### src/rtl/seq_mul_hs.sv
// Iterative shift-add N x N -> 2N multiplier (unsigned or signed per transaction) with valid/ready handshakes.
// Optional macro SEQ_MUL_ZERO_SKIP_EN: zero operands bypass the iteration and complete in one cycle.
module seq_mul_hs #(
   parameter int N = 8,
   localparam int CW = $clog2(N + 1)
) (
   input  logic           clk,
   input  logic           rst_n,
   input  logic           in_valid,
   output logic           in_ready,
   input  logic [N-1:0]   x,
   input  logic [N-1:0]   y,
   input  logic           sgn,
   output logic           out_valid,
   input  logic           out_ready,
   output logic [2*N-1:0] p,
   output logic           busy
);

   typedef enum logic [1:0] {IDLE, RUN, DONE} state_t;

   state_t           state_q, state_d;
   logic [CW-1:0]    cnt_q;
   logic [N-1:0]     mcand_q;
   logic [N-1:0]     mplier_q;
   logic [2*N-1:0]   acc_q;
   logic [2*N-1:0]   acc_nxt;
   logic [N:0]       sum_hi;
   logic             neg_q;
   logic [2*N-1:0]   p_q;
   logic             xfer;
   logic             zero_op;

   // Magnitude of an operand; the most negative value maps to 2^(N-1), which still fits unsigned.
   function automatic logic [N-1:0] mag(input logic [N-1:0] v, input logic s);
      logic signed [N-1:0] sv;
      sv = v;
      return (s && v[N-1]) ? N'(-sv) : v;
   endfunction

   function automatic logic [2*N-1:0] neg2(input logic [2*N-1:0] v);
      logic signed [2*N-1:0] sv;
      sv = v;
      return (2*N)'(-sv);
   endfunction

`ifdef SEQ_MUL_ZERO_SKIP_EN
   assign zero_op = (x == '0) || (y == '0);
`else
   assign zero_op = 1'b0;
`endif

   assign in_ready  = rst_n && (state_q == IDLE);
   assign xfer      = in_valid && in_ready;
   assign out_valid = (state_q == DONE);
   assign busy      = (state_q != IDLE);
   assign p         = p_q;

   // One partial-product row: add into the upper half, then shift {carry, acc} right.
   assign sum_hi  = {1'b0, acc_q[2*N-1:N]} + (mplier_q[0] ? {1'b0, mcand_q} : '0);
   assign acc_nxt = {sum_hi, acc_q[N-1:1]};

   always_comb begin
      state_d = state_q;
      case (state_q)
         IDLE: if (xfer) state_d = zero_op ? DONE : RUN;
         RUN:  if (cnt_q == CW'(1)) state_d = DONE;
         DONE: if (out_ready) state_d = IDLE;
         default: state_d = IDLE;
      endcase
   end

   always_ff @(posedge clk or negedge rst_n) begin
      if (!rst_n) begin
         state_q  <= IDLE;
         cnt_q    <= '0;
         mcand_q  <= '0;
         mplier_q <= '0;
         acc_q    <= '0;
         neg_q    <= 1'b0;
         p_q      <= '0;
      end else begin
         state_q <= state_d;
         if (xfer) begin
            mcand_q  <= mag(x, sgn);
            mplier_q <= mag(y, sgn);
            neg_q    <= sgn && (x[N-1] ^ y[N-1]) && !zero_op;
            acc_q    <= '0;
            cnt_q    <= CW'(N);
            if (zero_op) p_q <= '0;
         end else if (state_q == RUN) begin
            acc_q    <= acc_nxt;
            mplier_q <= mplier_q >> 1;
            cnt_q    <= cnt_q - CW'(1);
            if (cnt_q == CW'(1)) p_q <= neg_q ? neg2(acc_nxt) : acc_nxt;
         end
      end
   end

endmodule

### config.mk
export PLATFORM = sky130hd
export DESIGN_NAME = seq_mul_hs
export DESIGN_NICKNAME = d
export VERILOG_FILES = /design/src/rtl/seq_mul_hs.sv
export SDC_FILE = /design/constraint.sdc
export NUM_CORES = 1
export LEC_CHECK = 0
export ABC_AREA = 1
export CELL_PAD_IN_SITES_DETAIL_PLACEMENT = 0
export CELL_PAD_IN_SITES_GLOBAL_PLACEMENT = 1
export CORE_AREA = 2 2 103 80
export CTS_BUF_LIST = sky130_fd_sc_hd__clkbuf_2 sky130_fd_sc_hd__clkbuf_4 sky130_fd_sc_hd__clkbuf_8
export DETAILED_ROUTE_END_ITERATION = 6
export DIE_AREA = 0 0 105 82
export PLACE_DENSITY = 0.89
export SYNTH_ARGS = -nofsm -noshare
export SYNTH_HDL_FRONTEND = slang
export SYNTH_SLANG_ARGS = --single-unit
### constraint.sdc
create_clock -name clk -period 2.9 [get_ports clk]
set_clock_uncertainty 0.1 [all_clocks]
set_input_delay 0.725 -clock clk [delete_from_list [all_inputs] [get_ports clk]]
set_output_delay 0.725 -clock clk [all_outputs]
set_load 0.01 [all_outputs]
==> flow_metrics.py, run 1 <==
metrics = {
    "run_status": {
        "outcome": "finished clean",
    },
    "routing": {
        "wirelength_microns": 6770,
        "wire_per_inst_microns": 12.1,
        "firstDrtPassIters": 4,
        "drt_iter0_markers": 112,
        "drcViolationCount": 0,
        "drtAntennaViolNets": 0,
        "via_per_inst": 4.91,
        "vias": 2733,
    },
    "power": {
        "pwr-share-clk": 0.124,
        "pwr-share-seq": 0.347,
        "switchingPower_w": 0.00168,
        "p_per_area_mw_per_mm2": 979,
        "p_sw_frac": 0.451,
        "leakage_nw": 1.91,
        "p_int_w": 0.00204,
        "comb_power_share": 0.530,
        "worst_ir_drop_vdd_uv": 316,
    },
    "worst_setup_path": {
        "critPathMaxFanout": 9,
        "reg2reg_from": "mplier_q[0]$_DFFE_PN0P_",
        "crit_type": "reg -> reg",
        "worst_ep_required_time_ps": 3020,
        "endpoint_kind": "register",
        "critPathLaunchType": "register",
        "rr_worst_depth": 15,
        "r2r_end": "p[15]$_DFFE_PN0P_",
        "rrSetupSlack_ps": 450,
        "cp_data_arrival_time_ps": 2570,
    },
    "die": {
        "rows": 28,
        "core_area_sq_mm": 0.00764,
        "die_h_microns": 82,
        "die-width_microns": 105,
        "start_util": 0.421,
        "dieArea_sq_mm": 0.00861,
        "io_pins": 40,
    },
    "job": {
        "drv_cap": 0,
    },
    "global_route": {
        "grt_pass1_wl_microns": 12000,
        "antenna_found_initial": 0,
        "track_usage": 0.173,
        "grt_pass1_vias": 2711,
        "grt_overflow": 0,
        "grt_max_degree": 55,
    },
    "worst_hold_path": {
        "min-delay-start": "p[13]$_DFFE_PN0P_",
        "holdPathEnd": "p[13]$_DFFE_PN0P_",
        "worstHoldPathType": "reg -> reg",
        "hold_path_depth": 2,
    },
    "synth": {
        "ys_types": 37,
        "syn-instance-count": 414,
        "ys_seq_area_frac": 0.420,
        "synth_seq_cells": 54,
        "yosysWarnings": 0,
        "yosys.area.top_type_share": 0.420,
        "avgSynthCellArea_sq_um": 7.77,
        "syn-cell-area_sq_mm": 0.00322,
        "synth_fp_nets": 449,
        "synthTopCellsByArea": "dfrtp_1, nand2_1, nand3_1",
        "yosys.area.top_type": "dfrtp_1",
    },
    "clock_network": {
        "clk_path_buf_depth": 2,
        "cts_sinks": 54,
        "clk_pin_slew_ps": 100,
        "cts_tree": "built",
        "ctsHoldBuffers": 0,
        "post_cts_buffers": 0,
        "numCtsBuffers": 5,
        "cts_root_buf": "clkbuf_8",
        "clk_latency_ps": 320,
        "cts-resized-gates": 0,
        "h-tree-depth": 2,
    },
    "timing": {
        "max_freq_mhz": 408,
        "rsz0062_at_grt": "no",
        "setup_viol": 0,
        "maxSlewViolCount": 0,
        "fin_crit_sh": 0.845,
        "tns_ps": 0,
        "period_needed_ps": 2450,
        "worst_pin_slew_ps": 685,
        "relSlewSlack": 0.543,
        "hold_violations": 0,
    },
    "final_layout": {
        "finalNetCount": 486,
        "final_core_util": 0.497,
        "syn2layout_area_growth_pct": 17.9,
        "drive_above_1_share": 0.0752,
        "antenna_cells": 0,
        "nFillCells": 786,
    },
    "placement": {
        "hpwl_microns": 4950,
        "port_buffers": 39,
        "routabilityCongestion": 0.793,
    },
}
==> layer usage <==
metal  routed length, microns  track usage  vias to the layer above
met5                        0            0                        -
met4                       64       0.0507                        0
met3                      229       0.0333                        9
met2                     3010        0.296                       39
met1                     3470        0.225                     1264
li1                         -            -                     1421
==> cell usage in the layout (no fill, tap or decap), drive strengths merged, types with 2 or more instances in the layout <==
master	n
a21o	2
a21oi	9
buf	3
clkbuf	5
clkdlybuf4s50	38
dfrtp	54
ha	13
inv	63
nand2	103
nand3	45
nor2	27
nor3	3
o211ai	2
o21ai	43
o221ai	5
o22ai	9
or2	3
xnor2	2
xor2	15
==> sequential cells by signal, indices dropped and copies added (netlist names) <==
name and flops:
acc_q 15, p 16, mcand_q 8, state_q 2
mplier_q 8, neg_q 1, cnt_q 4
==> power by group through the flow <==
stage / Combinational (W) / Clock, W / Sequential [W]
3_3_place_gp: 0.00194 / 0 / 0.00130
2_1_floorplan: 0.00142 / 0 / 0.00128
3_5_place_dp: 0.00198 / 0 / 0.00130
5_1_grt: 0.00226 / 0.000510 / 0.00133
4_1_cts: 0.00198 / 0.000476 / 0.00129
6_report: 0.00197 / 0.000459 / 0.00129
==> cell usage after synthesis <==
master    count
a21o_1        2
a21oi_1       9
a22oi_1       1
a31oi_1       1
buf_1         1
buf_2         5
buf_4         1
clkbuf_1      4
dfrtp_1      54
fa_1          1
ha_1         13
inv_1        57
inv_2         4
nand2_1      96
nand2_2       7
nand3_1      43
nand3_2       2
nand3b_1      1
nand4_1       1
nor2_1       21
nor2_2        3
nor2_4        2
nor2_8        1
nor3_1        3
nor4_1        1
o211ai_1      2
o21ai_0      36
o21ai_1       5
o21ai_2       2
o221ai_1      5
o22ai_1       9
o31ai_1       1
or2_1         1
or2_2         1
or2_4         1
xnor2_1       2
xor2_1       15
==> area by class of cell <==
class / count / area (sq um) / area share
inverter: 61 / 229 / 0.0604
clock buffer: 5 / 68.8 / 0.0181
multi-input combinational: 288 / 1590 / 0.418
sequential: 54 / 1350 / 0.356
clock inverter: 3 / 26.3 / 0.00693
tap: 105 / 131 / 0.0346
timing repair buffer: 41 / 400 / 0.106
==> critical path, stage by stage (launching register included) <==
cell,delay [ps]
dfrtp_1,500
nand2_1,100
inv_1,50
ha_1,210
fa_1,380
or2_1,250
nand2_2,90
nand2_2,80
inv_1,80
nand2_1,50
nor2_1,110
nand3_1,90
nand2_1,60
nand3_1,70
nand3_1,90
nand2_1,50
==> cell families (layout without fill, tap and decap cells) <==
family          Yosys count  in the layout  share of synthesized area
buf+inv                  72            110                     0.0871
fa+ha+maj                14             14                     0.0568
simple gates            184            184                      0.260
compound gates           73             73                      0.130
flops                    54             54                      0.420
xor+xnor                 17             17                     0.0463
==> worst max-delay path by stage <==
stage / start / to / cells after the start
3_5_place_dp: y[0] / mplier_q[6]$_DFFE_PN0P_ / 9
2_1_floorplan: mplier_q[0]$_DFFE_PN0P_ / p[14]$_DFFE_PN0P_ / 16
5_1_grt: mplier_q[0]$_DFFE_PN0P_ / p[14]$_DFFE_PN0P_ / 15
3_3_place_gp: y[0] / mplier_q[6]$_DFFE_PN0P_ / 9
4_1_cts: state_q[1]$_DFFE_PN0P_ / in_ready / 4
6_report: mplier_q[0]$_DFFE_PN0P_ / p[15]$_DFFE_PN0P_ / 15
==> metrics by stage <==
stage / hold WS, ps / area (sq um) / std cells / power, W / worst slack, ps
global route: 431 / 3790 / 557 / 0.00410 / 204
detailed placement: 369 / 3700 / 549 / 0.00328 / 433
CTS: 403 / 3790 / 557 / 0.00375 / 456
global placement: 366 / 3700 / 549 / 0.00324 / 475
floorplan: 329 / 3220 / 414 / 0.00270 / 598
finish: 397 / 3790 / 557 / 0.00371 / 451
Power figures use the tool's default switching activity.
==> run 2, diff against run 1 <==
CORE_AREA = 2 2 110 85   (was 2 2 103 80)
DIE_AREA = 0 0 112 87   (was 0 0 105 82)
PLACE_DENSITY = 0.83   (was 0.89)
clock period = 2.2 ns   (was 2.9 ns; I/O delays follow)
==> run 2 against run 1 <==
The flow now finishes with violations (setup timing). Sequential share of layout area down 1.1 points. Setup slack worse by 450 ps. Cell count is 3.1% higher. Register-to-register slack lost 450 ps. Largest cell class unchanged. Design area is 3.3% higher. Sequential power increased by 31%. Global-route usage is 2.1 points lower. Worst hold slack lost 150 ps. Utilization fell by 5.1 points. Fmax grew 11%. Non-clock buffer count increased by 10. Largest power group unchanged.
==> flow_metrics.py, run 2 (same netlist as run 1, synthesis figures left out) <==
metrics = {
    "run_status": {
        "outcome": "complete, but fails checks",
        "violations": "setup timing",
    },
    "timing": {
        "setup_viol": 1,
        "setup_ws_ps": -2.86,
        "rsz0062_at_grt": "yes",
        "maxSlewViolCount": 0,
        "max_freq_mhz": 454,
        "hold_violations": 0,
        "tns_ps": -2.86,
        "relSlewSlack": 0.535,
        "period_needed_ps": 2200,
        "fin_crit_sh": 1.00,
        "worst_pin_slew_ps": 697,
    },
    "clock_network": {
        "clk_pin_slew_ps": 110,
        "clk_path_buf_depth": 2,
        "ctsHoldBuffers": 0,
        "numCtsBuffers": 5,
        "clk_latency_ps": 320,
        "cts_tree": "built",
        "h-tree-depth": 2,
        "cts_root_buf": "clkbuf_8",
        "cts_sinks": 54,
    },
    "power": {
        "leakage_nw": 1.96,
        "p_per_area_mw_per_mm2": 1300,
        "worst_ir_drop_vdd_uv": 604,
        "total_power_w": 0.00510,
    },
    "routing": {
        "drtAntennaViolNets": 0,
        "drt_iter0_markers": 95,
        "wirelength_microns": 6920,
        "firstDrtPassIters": 4,
        "via_per_inst": 4.84,
        "drcViolationCount": 0,
        "wire_per_inst_microns": 12.1,
        "vias": 2780,
    },
    "worst_setup_path": {
        "cp_data_arrival_time_ps": 2310,
        "cp-startpoint": "mplier_q[0]$_DFFE_PN0P_",
        "crit_type": "reg -> reg",
        "worst_ep_required_time_ps": 2310,
        "rrSetupSlack_ps": -3,
        "endpoint_kind": "register",
        "critPathLaunchType": "register",
        "critPathMaxFanout": 4,
        "r2r_end": "p[15]$_DFFE_PN0P_",
        "crit_end": "p[15]$_DFFE_PN0P_",
        "reg2reg_from": "mplier_q[0]$_DFFE_PN0P_",
        "rr_worst_depth": 15,
    },
    "final_layout": {
        "nFillCells": 910,
        "finalNetCount": 496,
        "drive_above_1_share": 0.119,
        "syn2layout_area_growth_pct": 21.7,
        "final_core_util": 0.446,
        "largest_register_ffs": 16,
        "multi_input_area_sq_mm": 0.00163,
        "regArea_sq_mm": 0.00135,
        "final_common_cell": "nand2_1",
        "fin_area_sq_mm": 0.00392,
        "layout_common_cells": "nand2_1, inv_1, dfrtp_1",
        "antenna_cells": 0,
    },
    "job": {
        "drv_cap": 0,
    },
    "placement": {
        "routabilityCongestion": 0.769,
        "dpl-instance-area_sq_mm": 0.00378,
        "dpl_worst_slack_ps": -114,
        "port_buffers": 39,
        "hpwl_microns": 5170,
    },
    "global_route": {
        "grt_pass1_wl_microns": 12400,
        "grt_overflow": 0,
        "antenna_found_initial": 0,
        "track_usage": 0.152,
        "grt_pass1_vias": 2821,
        "grt_max_degree": 55,
    },
    "die": {
        "dieArea_sq_mm": 0.00974,
        "die-width_microns": 112,
        "die_h_microns": 87,
        "io_pins": 40,
        "core_area_sq_mm": 0.00878,
        "start_util": 0.366,
        "rows": 30,
    },
    "worst_hold_path": {
        "worstHoldPathType": "in -> async",
    },
}
run 2: layout make-up:
cell class / count / area share
inverters: 61 / 0.0584
repair buffers: 51 / 0.121
well taps: 112 / 0.0358
multi-input cells: 288 / 0.416
flip-flops and latches: 54 / 0.345
clock buffers: 5 / 0.0176
clock inverters: 3 / 0.00671
run 2: metal layers:
layer / track usage / part of all wire / vias up
met3: 0.0285 / 0.032 / 9
met4: 0.0388 / 0.011 / 0
met1: 0.206 / 0.50 / 1292
li1: - / - / 1440
met5: 0 / 0 / -
met2: 0.256 / 0.46 / 39
run 2: critical path: stages, from the launching register on:
cell and delay, ps:
dfrtp_1 420, nand2_1 70, inv_1 40, ha_2 170
fa_2 340, or2_1 220, nand2_2 100, nand2_4 60
inv_2 50, nand2_1 40, nor2_1 120, nand3_1 90
nand2_1 70, nand3_1 70, nand3_1 90, nand2_1 50
run 2: through the flow:
step | hold slack, ps | cells
floorplan | 154 | 414
global placement | 375 | 565
detailed placement | 376 | 565
CTS | 285 | 573
global route | 327 | 574
finish | 247 | 574
run 2: timing repair:
| item | CTS | global route |
|---|---|---|
| resized for setup | 4 | 7 |
| setup endpoints to repair | 4 | 7 |
| setup buffers | 0 | 1 |
| pin swaps | 1 | 3 |
run 2: power by group:
group | internal (W) | switching, W
clock network | 0.000235 | 0.000365
registers | 0.00142 | 0.000276
logic | 0.00118 | 0.00163
total | 0.00283 | 0.00227
run 2: worst min-delay path by stage:
stage / startpoint / endpoint / slack (ps) / cells after the start
after floorplan: rst_n / acc_q[10]$_DFFE_PN0P_ / 150 / 0
after global placement: p[7]$_DFFE_PN0P_ / p[7]$_DFFE_PN0P_ / 370 / 2
after detailed placement: p[15]$_DFFE_PN0P_ / p[15]$_DFFE_PN0P_ / 380 / 2
after CTS: rst_n / acc_q[1]$_DFFE_PN0P_ / 290 / 2
after global routing: rst_n / acc_q[1]$_DFFE_PN0P_ / 330 / 2
final: rst_n / state_q[1]$_DFFE_PN0P_ / 250 / 2
==> run 3, diff against run 2 <==
CTS_BUF_LIST = sky130_fd_sc_hd__clkbuf_2   (was sky130_fd_sc_hd__clkbuf_2 sky130_fd_sc_hd__clkbuf_4 sky130_fd_sc_hd__clkbuf_8)
==> run 3 against run 2 <==
The run still ends with setup timing left. Clock power decreased by 26%. Fmax down 0.46%. Highest routed layer unchanged. Non-clock buffer count rose by 2. Sequential power is essentially flat.
==> flow_metrics.py, run 3 (same netlist as run 1, synthesis figures left out) <==
metrics = {
    "run_status": {
        "outcome": "complete, but fails checks",
        "violations": "setup timing",
    },
    "worst_setup_path": {
        "r2r_end": "p[15]$_DFFE_PN0P_",
        "crit_end": "p[15]$_DFFE_PN0P_",
        "cp-startpoint": "mcand_q[0]$_DFFE_PN0P_",
        "endpoint_kind": "register",
        "reg2reg_from": "mcand_q[0]$_DFFE_PN0P_",
        "critPathMaxFanout": 3,
        "crit_type": "reg -> reg",
        "cp_data_arrival_time_ps": 2510,
        "critPathLaunchType": "register",
        "worst_ep_required_time_ps": 2500,
        "rrSetupSlack_ps": -10,
        "rr_worst_depth": 14,
    },
    "timing": {
        "maxSlewViolCount": 0,
        "setup_viol": 2,
        "worst_pin_slew_ps": 693,
        "hold_violations": 0,
        "rsz0062_at_grt": "yes",
        "max_freq_mhz": 452,
        "relSlewSlack": 0.538,
        "fin_crit_sh": 1.01,
        "setup_ws_ps": -13.0,
        "period_needed_ps": 2210,
    },
    "power": {
        "leakage_nw": 1.97,
        "pwr-share-clk": 0.091,
        "p_int_w": 0.00268,
        "comb_power_share": 0.568,
        "switchingPower_w": 0.00225,
        "p_per_area_mw_per_mm2": 1270,
        "p_sw_frac": 0.457,
        "total_power_w": 0.00493,
        "pwr-share-seq": 0.341,
        "worst_ir_drop_vdd_uv": 570,
    },
    "final_layout": {
        "antenna_cells": 0,
        "largest_register_ffs": 16,
        "syn2layout_area_growth_pct": 20.4,
        "final_core_util": 0.441,
        "nFillCells": 917,
        "layout_common_cells": "nand2_1, inv_1, dfrtp_1",
        "drive_above_1_share": 0.114,
        "multi_input_area_sq_mm": 0.00162,
        "regArea_sq_mm": 0.00135,
        "fin_area_sq_mm": 0.00387,
        "finalNetCount": 498,
        "fin_cells": 576,
        "final_common_cell": "nand2_1",
    },
    "die": {
        "die_h_microns": 87,
        "rows": 30,
        "die-width_microns": 112,
        "start_util": 0.366,
        "dieArea_sq_mm": 0.00974,
        "io_pins": 40,
        "core_area_sq_mm": 0.00878,
    },
    "clock_network": {
        "clk_pin_slew_ps": 320,
        "clk_latency_ps": 480,
        "ctsHoldBuffers": 0,
        "cts_root_buf": "clkbuf_2",
        "cts_sinks": 54,
        "clk_path_buf_depth": 2,
        "h-tree-depth": 2,
        "numCtsBuffers": 5,
        "cts_tree": "built",
    },
    "global_route": {
        "antenna_found_initial": 0,
        "grt_pass1_wl_microns": 12400,
        "grt_pass1_vias": 2810,
        "grt_max_degree": 55,
        "track_usage": 0.153,
        "grt_overflow": 0,
    },
    "job": {
        "drv_cap": 0,
    },
    "placement": {
        "hpwl_microns": 5170,
        "dpl-instance-area_sq_mm": 0.00378,
        "dpl.cell_count": 565,
        "port_buffers": 39,
        "routabilityCongestion": 0.769,
    },
    "routing": {
        "via_per_inst": 4.84,
        "wire_per_inst_microns": 11.9,
        "drcViolationCount": 0,
        "wirelength_microns": 6860,
        "firstDrtPassIters": 4,
        "vias": 2786,
        "drtAntennaViolNets": 0,
        "drt_iter0_markers": 93,
    },
    "worst_hold_path": {
        "worstHoldPathType": "in -> async",
    },
}
## run 3: power by group through the flow
stage          sequential (W)  clock, W  combinational, W
2_1_floorplan         0.00169         0           0.00189
3_3_place_gp          0.00170         0           0.00270
3_5_place_dp          0.00171         0           0.00275
4_1_cts               0.00169  0.000467           0.00280
5_1_grt               0.00174  0.000501           0.00320
6_report              0.00168  0.000447           0.00280
## run 3: worst min-delay path by stage
stage                      start                     to  cells past startpoint
6_report                   rst_n   acc_q[1]$_DFFE_PN0P_                      2
5_1_grt                    rst_n   acc_q[1]$_DFFE_PN0P_                      2
4_1_cts                    rst_n   acc_q[1]$_DFFE_PN0P_                      2
3_5_place_dp   p[15]$_DFFE_PN0P_      p[15]$_DFFE_PN0P_                      2
3_3_place_gp    p[7]$_DFFE_PN0P_       p[7]$_DFFE_PN0P_                      2
2_1_floorplan              rst_n  acc_q[10]$_DFFE_PN0P_                      0
## run 3: final cells by class
cell class | count | area share
clock buffer | 5 | 0.00646
clock inverter | 3 | 0.00678
multi-input combinational | 288 | 0.417
tap | 112 | 0.0362
sequential | 54 | 0.349
inverter | 61 | 0.0591
timing repair buffer | 53 | 0.126
## run 3: critical path: stages (launching register included)
cell     delay [ps]
dfrtp_1         460
nand2_1          70
inv_1            40
ha_2            170
fa_2            340
nand2_1         120
nand2_1         120
nand3_2         100
nand2_1          80
nand2_2          80
nand2_1          80
a21oi_2         140
nand3_1          90
nand3_1          90
nand2_1          50
## run 3: what timing repair did
| item | CTS | global route |
|---|---|---|
| setup buffers | 2 | 1 |
| cloned | 0 | 0 |
| pin swaps | 2 | 1 |
| gates resized for setup | 7 | 5 |
| setup endpoints to repair | 8 | 9 |
## run 3: per-layer routing
metal / vias up / track usage / share of wire
li1: 1443 / - / -
met1: 1297 / 0.207 / 0.50
met2: 38 / 0.261 / 0.46
met3: 8 / 0.0257 / 0.032
met4: 0 / 0.0322 / 0.0080
met5: - / 0 / 0
## run 3: per-stage QoR
stage          TNS (ps)  hold slack (ps)  setup WS, ps
2_1_floorplan         0              154          17.0
6_report          -21.5             31.6         -13.0
5_1_grt            -846             75.4          -216
3_5_place_dp       -114              376          -114
3_3_place_gp      -32.9              375         -32.9
4_1_cts           -30.1             48.7         -16.0
